==> src/rtl/axi_llc_tag_res_merge.sv <==
// Tag-store response merger: queues lookup descriptors, pairs each with its in-order
// tag response, annotates way/evict/refill info and routes it to the hit or miss path.

package axi_llc_tag_res_merge_pkg;

  typedef struct packed {
    logic [31:0] SetAssociativity;
    logic [31:0] TagLength;
  } llc_cfg_t;

  localparam llc_cfg_t DefaultCfg = '{SetAssociativity: 32'd4, TagLength: 32'd8};

  typedef logic [3:0] dflt_way_ind_t;
  typedef logic [7:0] dflt_tag_t;

  typedef struct packed {
    logic [7:0]    id;
    dflt_way_ind_t way_ind;
    logic          evict;
    dflt_tag_t     evict_tag;
    logic          refill;
    logic          flush;
  } dflt_desc_t;

  typedef struct packed {
    dflt_way_ind_t indicator;
    logic          hit;
    logic          evict;
    dflt_tag_t     evict_tag;
  } dflt_store_res_t;

endpackage

module axi_llc_tag_res_merge
  import axi_llc_tag_res_merge_pkg::*;
#(
  parameter llc_cfg_t    Cfg         = DefaultCfg,
  parameter type         way_ind_t   = logic [Cfg.SetAssociativity-1:0],
  parameter type         desc_t      = dflt_desc_t,
  parameter type         store_res_t = dflt_store_res_t,
  parameter int unsigned MaxPending  = 4
) (
  input  logic                            clk_i,
  input  logic                            rst_ni,
  input  desc_t                           desc_i,
  input  logic                            desc_valid_i,
  output logic                            desc_ready_o,
  input  store_res_t                      res_i,
  input  logic                            res_valid_i,
  output logic                            res_ready_o,
  output desc_t                           hit_desc_o,
  output logic                            hit_valid_o,
  input  logic                            hit_ready_i,
  output desc_t                           miss_desc_o,
  output logic                            miss_valid_o,
  input  logic                            miss_ready_i,
  output logic [$clog2(MaxPending+1)-1:0] pending_o,
  output logic                            err_o
);

  localparam int unsigned PtrW = (MaxPending > 1) ? $clog2(MaxPending) : 1;
  localparam int unsigned CntW = $clog2(MaxPending + 1);

  typedef logic [PtrW-1:0] ptr_t;
  typedef logic [CntW-1:0] cnt_t;

  // Pointers wrap at MaxPending explicitly so non-power-of-two depths work.
  function automatic ptr_t ptr_inc(input ptr_t p);
    return (p == ptr_t'(MaxPending - 1)) ? '0 : p + ptr_t'(1);
  endfunction

  desc_t mem_q [MaxPending];
  ptr_t  wr_ptr_q, rd_ptr_q;
  cnt_t  count_q;
  logic  err_q;

  desc_t hit_desc_q, miss_desc_q;
  logic  hit_valid_q, miss_valid_q;

  logic  empty, push, pop, to_hit, hit_free, miss_free;
  desc_t head, ann;

  assign empty        = (count_q == '0);
  assign desc_ready_o = (count_q < cnt_t'(MaxPending));
  assign push         = desc_valid_i & desc_ready_o;
  assign head         = mem_q[rd_ptr_q];

  // A slot is free when empty or when it hands off this very cycle.
  assign hit_free     = ~hit_valid_q | hit_ready_i;
  assign miss_free    = ~miss_valid_q | miss_ready_i;
  assign to_hit       = res_i.hit & ~head.flush;
  assign res_ready_o  = res_valid_i & ~empty & (to_hit ? hit_free : miss_free);
  assign pop          = res_ready_o;

  always_comb begin
    ann           = head;
    ann.way_ind   = way_ind_t'(res_i.indicator);
    ann.refill    = ~res_i.hit & ~head.flush;
    ann.evict     = res_i.evict;
    ann.evict_tag = res_i.evict_tag;
    if (res_i.hit) begin
      ann.evict     = 1'b0;
      ann.evict_tag = '0;
    end
  end

  // NOTE: descriptor storage has no reset; count_q alone decides which entries are live.
  always_ff @(posedge clk_i) begin
    if (push) mem_q[wr_ptr_q] <= desc_i;
  end

  // NOTE: all sequential state uses non-blocking assignments so every register
  // samples pre-edge values regardless of process ordering.
  always_ff @(posedge clk_i or negedge rst_ni) begin
    if (!rst_ni) begin
      wr_ptr_q <= '0;
      rd_ptr_q <= '0;
      count_q  <= '0;
      err_q    <= 1'b0;
    end else begin
      if (push) wr_ptr_q <= ptr_inc(wr_ptr_q);
      if (pop)  rd_ptr_q <= ptr_inc(rd_ptr_q);
      case ({push, pop})
        2'b10:   count_q <= count_q + cnt_t'(1);
        2'b01:   count_q <= count_q - cnt_t'(1);
        default: count_q <= count_q;
      endcase
      if (res_valid_i && empty) err_q <= 1'b1;
    end
  end

  always_ff @(posedge clk_i or negedge rst_ni) begin
    if (!rst_ni) begin
      hit_valid_q <= 1'b0;
      hit_desc_q  <= '0;
    end else if (pop && to_hit) begin
      hit_valid_q <= 1'b1;
      hit_desc_q  <= ann;
    end else if (hit_ready_i) begin
      hit_valid_q <= 1'b0;
    end
  end

  always_ff @(posedge clk_i or negedge rst_ni) begin
    if (!rst_ni) begin
      miss_valid_q <= 1'b0;
      miss_desc_q  <= '0;
    end else if (pop && !to_hit) begin
      miss_valid_q <= 1'b1;
      miss_desc_q  <= ann;
    end else if (miss_ready_i) begin
      miss_valid_q <= 1'b0;
    end
  end

  assign hit_desc_o   = hit_desc_q;
  assign hit_valid_o  = hit_valid_q;
  assign miss_desc_o  = miss_desc_q;
  assign miss_valid_o = miss_valid_q;
  assign pending_o    = count_q;
  assign err_o        = err_q;

endmodule

==> config.mk <==
export PLATFORM = sky130hd
export DESIGN_NAME = axi_llc_tag_res_merge
export DESIGN_NICKNAME = d
export VERILOG_FILES = /design/src/rtl/axi_llc_tag_res_merge.sv
export SDC_FILE = /design/constraint.sdc
export NUM_CORES = 1
export LEC_CHECK = 0
export CAP_MARGIN = 30
export CORE_MARGIN = 2
export CORE_UTILIZATION = 50
export DETAILED_ROUTE_END_ITERATION = 12
export PLACE_DENSITY = 0.94
export SYNTH_ARGS = -nofsm -noshare
export SYNTH_HDL_FRONTEND = slang
export SYNTH_SLANG_ARGS = --single-unit
==> constraint.sdc <==
create_clock -name clk_i -period 3.4 [get_ports clk_i]
set_input_delay 0.68 -clock clk_i [delete_from_list [all_inputs] [get_ports clk_i]]
set_output_delay 0.68 -clock clk_i [all_outputs]
set_load 0.005 [all_outputs]
# Yosys cells after proc, flatten, opt, wreduce, memory -nomap -nowiden
# Memory sizes are Yosys's and may differ from the RTL's.
# Cells that the tools add are included.
# op_classes
n_lt_le_gt_ge	1
bitwise	12
addsub	4
mux	11
n_reduce_logical	8
eq_ne	4
# op_table
operator	count
9-bit 2-to-1 mux	1
1-bit 2-to-1 mux	7
2-bit equality test, second input constant	3
3-bit case mux with 2 select lines	1
2-bit nonzero test	3
1-bit AND	5
1-bit inverter	5
2-bit by 1-bit adder with 2-bit output, second input constant	2
2-bit 2-to-1 mux	2
3-bit by 1-bit adder with 3-bit output, second input constant	1
1-bit logical AND	3
3-bit logical NOT	1
3-bit less-than comparator, second input constant	1
3-bit by 1-bit subtractor with 3-bit output, second input constant	1
2-bit by 1-bit equality test with 1-bit output, second input constant	1
1-bit OR	2
1-bit logical NOT	1
# word_totals
ff_bits	56
word_cells	59
ramBits	92
out_inout_bits	54
mem_count	1
in_bits	43
# mem_list
name	depth	word_bits	read_ports	rd_ports_with_merged_regs	wr	line_no	text
mem_q	4	23	1	0	1	72	desc_t mem_q [MaxPending];

# Logic depth before layout (Yosys ltp)
# An unclocked memory read counts as a cell.
# depth
ltp_word	7
ltp_mapped	10
ltp_nobuf	9

# Worst setup path before layout
# No wires, ideal clock.
# synth_timing
path_type	input -> register
from	in res_i[9] (netlist bit)
to	reg count_q[2] (netlist: pending_o[2])
arrival_ns	2.357
setup_slack_ns	0.963
stages	9
required_ns	3.320
path_buffers	0
setup_time_ns	0.080
cell_sequence	and2_1 -> o2bb2ai_4 -> mux2i_1 -> ha_1 -> inv_1 -> fa_1 -> xor2_1 -> nor2_1 -> xnor2_1
# synth_via
elab_chain_cells	5
word_cells_on_any_way	7
cone_classes	2 x eq/ne; 2 x mux; 2 x bitwise; 1 x reduce/logical
# synth_lines
element	line_no	text
start, declared	48	input store_res_t res_i,
1-bit AND (*)	91	assign to_hit = res_i.hit & ~head.flush;
1-bit 2-to-1 mux (*)	92	assign res_ready_o = res_valid_i & ~empty & (to_hit ? hit_free : miss_free);
1-bit AND (*)	92	
net res_ready_o	50	output logic res_ready_o,
2-bit by 1-bit equality test with 1-bit output or 2-bit equality test (tied branches)	123	case ({push, pop})
3-bit case mux with 2 select lines or 2-bit nonzero test (tied branches)	-	
end signal, assigned	124	2'b10: count_q <= count_q + cnt_t'(1);
end signal, assigned	125	2'b01: count_q <= count_q - cnt_t'(1);
end signal, assigned	126	default: count_q <= count_q;
end, declared	74	cnt_t count_q;
# Mark *: on every way through the listed nets, which the timed path passes. The rest lies on a longest branch.
# A chain may end at the register's enable or synchronous reset.

# Worst setup path after layout
# layout_timing
from	reg rd_ptr_q[1]
to	out res_ready_o
# layout_via
elab_chain_cells	5
# layout_lines
element	line_no	text
start, declared	73	ptr_t wr_ptr_q, rd_ptr_q;
start signal, assigned	122	if (pop) rd_ptr_q <= ptr_inc(rd_ptr_q);
memory read 4 x 23 bit	-	
1-bit inverter	91	
1-bit AND	91	
1-bit 2-to-1 mux	92	
1-bit AND	92	
end, declared	50	
# No other way between the ends.

==> flow_summary_export.csv <==
group,metric,value,unit
synthesis,yosysWarnings,0,
sta,rsz0062_at_grt,"no",
routing,ant_nets,0,
clocking,h-tree-depth,3,
synthesis,synth_cell_types,33,
synthesis,synth_edf_count,36,
grt,antenna_found_initial,0,
pwr,leakage,0.001915,µW
worst_setup_path,cp.arrival,2.55,ns
routing,drc,0,
floorplanning,rows,31,
clocking,cts_sinks,92,
sta,maxSlewHeadroom,54.68,%
routing,drt_first_pass_iters,4,
synthesis,ys_seq_area_share,68.37,%
placement,place_congestion,0.7386,
grt,grt_max_degree,45,
sta,setup_ws,0.1696,ns
sta,finalMaxSlewViolations,0,
synthesis,avgSynthCellArea,17.54,µm²
grt,grt_pass1_vias,2012,
sta,fin_crit,3.230,ns
finish,layout_common_cells,"81 x clkdlybuf4s50_1, 56 x dfrtp_1, 36 x edfxtp_1",
synthesis,synthFlopType,"dfrtp_1",
placement,dp_hpwl,4588,µm
finish,final_util,65.81,%
finish,drive_gt1_share,18.21,%
grt,grt_first_pass_wirelength,10010,µm
floorplanning,core_area,7137,µm²
synthesis,synth_top_cell_by_area,"dfrtp_1",
routing,via_per_inst,4.923,
synthesis,synth_area,3631,µm²
sta,worstMarginPinSlew,0.6773,ns
finish,layout_commonest_cell,"clkdlybuf4s50_1",
clocking,worst_skew_pair.late_latency,0.35,ns
clocking,cts_resized,0,
floorplanning,initial_core_util,50.88,%
synthesis,synthesis.nets,257,
clocking,path_clk_slew,0.09,ns
sta,finalSetupTns,0,ns
status,status,"complete, no violations",
clocking,cts_root_buf,"clkbuf_8",
sta,fmax,309.6,MHz
run,cap_viol_max_count,0,
routing,wl_per_cell,16.04,µm
clocking,clk_path_buf_depth,2,
sta,setup_viol,0,
finish,insertedDiodeCount,0,
placement,portBuffers,82,
clocking,post_cts_buffers,0,
synthesis,postSynthCellCount,207,
clocking,hold_buffers,0,
grt,grt_util_all_layers,16.88,%
synthesis,synth.area.top_cells,"dfrtp_1 39%, edfxtp_1 30%, mux2_2 5.9%",
clocking,cts_tree,"done",
worst_setup_path,crit_required,2.72,ns
grt,grt_overflow,0,
worst_setup_path,startpoint_type,"flop",
finish,syn2layout_area_growth,29.36,%
routing,num_vias,1974,
sta,layout_worst_path_cycle_share,95.01,%
clocking,cts_made_buffers,9,
floorplanning,dieArea,7959,µm²
finish,finalNetCount,347,
routing,routed_wl,6433,µm
pwr,irDropWorstVdd,0.3940,mV
routing,drtIter0Drc,65,
worst_setup_path,end_kind,"output pin",
floorplanning,die_x,89.22,µm
sta,hold_violations,0,
floorplanning,die_h,89.22,µm
sta,fin_worst_skew,0.01070,ns
hold_path,hold_path.class,"input pin to async pin",
synthesis,ys_ff_latch,92,
worst_setup_path,critPathKind,"flop to output pin",
pwr,powerDensity,813.1,nW/µm²
synthesis,synth_top_cell_area_share,38.59,%
sta,hold_ws,0.2069,ns
synthesis,async_flop_share,60.87,%
placement,place_ws,0.2591,ns
pwr,total_power,3819,µW
floorplanning,io_pins,97,
worst_setup_path,worstPathMaxFanout,12,
## layout make-up
type                            count  area [µm²]
Timing Repair Buffer               86       845.8
Sequential cell                    92        2482
Tap cell                           99       123.9
Inverter                            7       26.28
Multi-Input combinational cell    101        1051
Clock buffer                       11       131.4
Clock inverter                      5       36.28
Fill cell                         516        2440
## path summary, 6_finish.rpt
path / from / to / slack, ns / cells after the start
worst max-delay path: rd_ptr_q[1] / res_ready_o / 0.17 / 4
min in group clk_i: err_o / err_o / 0.49 / 1
max in group asynchronous: rst_ni / miss_desc_o[18] / 2.32 / 2
worst min-delay path: rst_ni / hit_desc_o[17] / 0.21 / 1
worst min register to register: err_o / err_o / 0.49 / 1
worst max register to register: rd_ptr_q[1] / pending_o[2] / 0.48 / 10
## synth_stat cells (all sizes together) (2+ instances only)
master  instances
ha              6
buf             7
inv             7
mux2           27
and2           16
nand3           2
nor2            5
mux4            8
nand2           5
dfrtp          56
edfxtp         36
or3             2
nand2b          4
mux2i           3
xnor2           2
o21ai           3
a22o           10
## report_power, final
group          internal, µW  switching [µW]
Sequential             1490             197
Combinational           947             545
Clock                   271             368
## routing by layer
metal,GRT usage [%],wire length [µm],part of all wire [%]
met3,3.324,229,3.6
met5,0,0,0
met2,27.21,3227,50
met4,7.327,124,1.9
met1,22.51,2851,44
## sequential cells by signal, indices dropped and copies added, names as in the netlist
| register | cells |
|---|---|
| hit_valid_o | 1 |
| mem_q | 36 |
| miss_desc_o | 23 |
| wr_ptr_q | 2 |
| pending_o | 3 |
| miss_valid_o | 1 |
| rd_ptr_q | 2 |
| hit_desc_o | 23 |
| err_o | 1 |
## worst max-delay path, cell delays in order (launching register included)
cell             delay (ns)
dfrtp_1                0.70
mux2_2                 0.44
o2bb2ai_4              0.20
mux2i_1                0.31
clkdlybuf4s50_1        0.56
## through the flow
step	area [µm²]	std cells
floorplan	3631	207
global placement	4529	385
detailed placement	4529	385
CTS	4697	401
global route	4697	401
finish	4697	401
## cell families after synthesis
group	count (synthesis)	synth area share, %
AOI/OAI and AO/OA	17	4.307
xor gates and xnor gates	3	0.7238
adders and majority gates	7	2.619
buffers and inverters	14	2.688
DFF	92	68.37
muxes	38	15.64
and+or+nand+nor	36	5.652
Note: power is estimated with default switching activity, not from simulation.
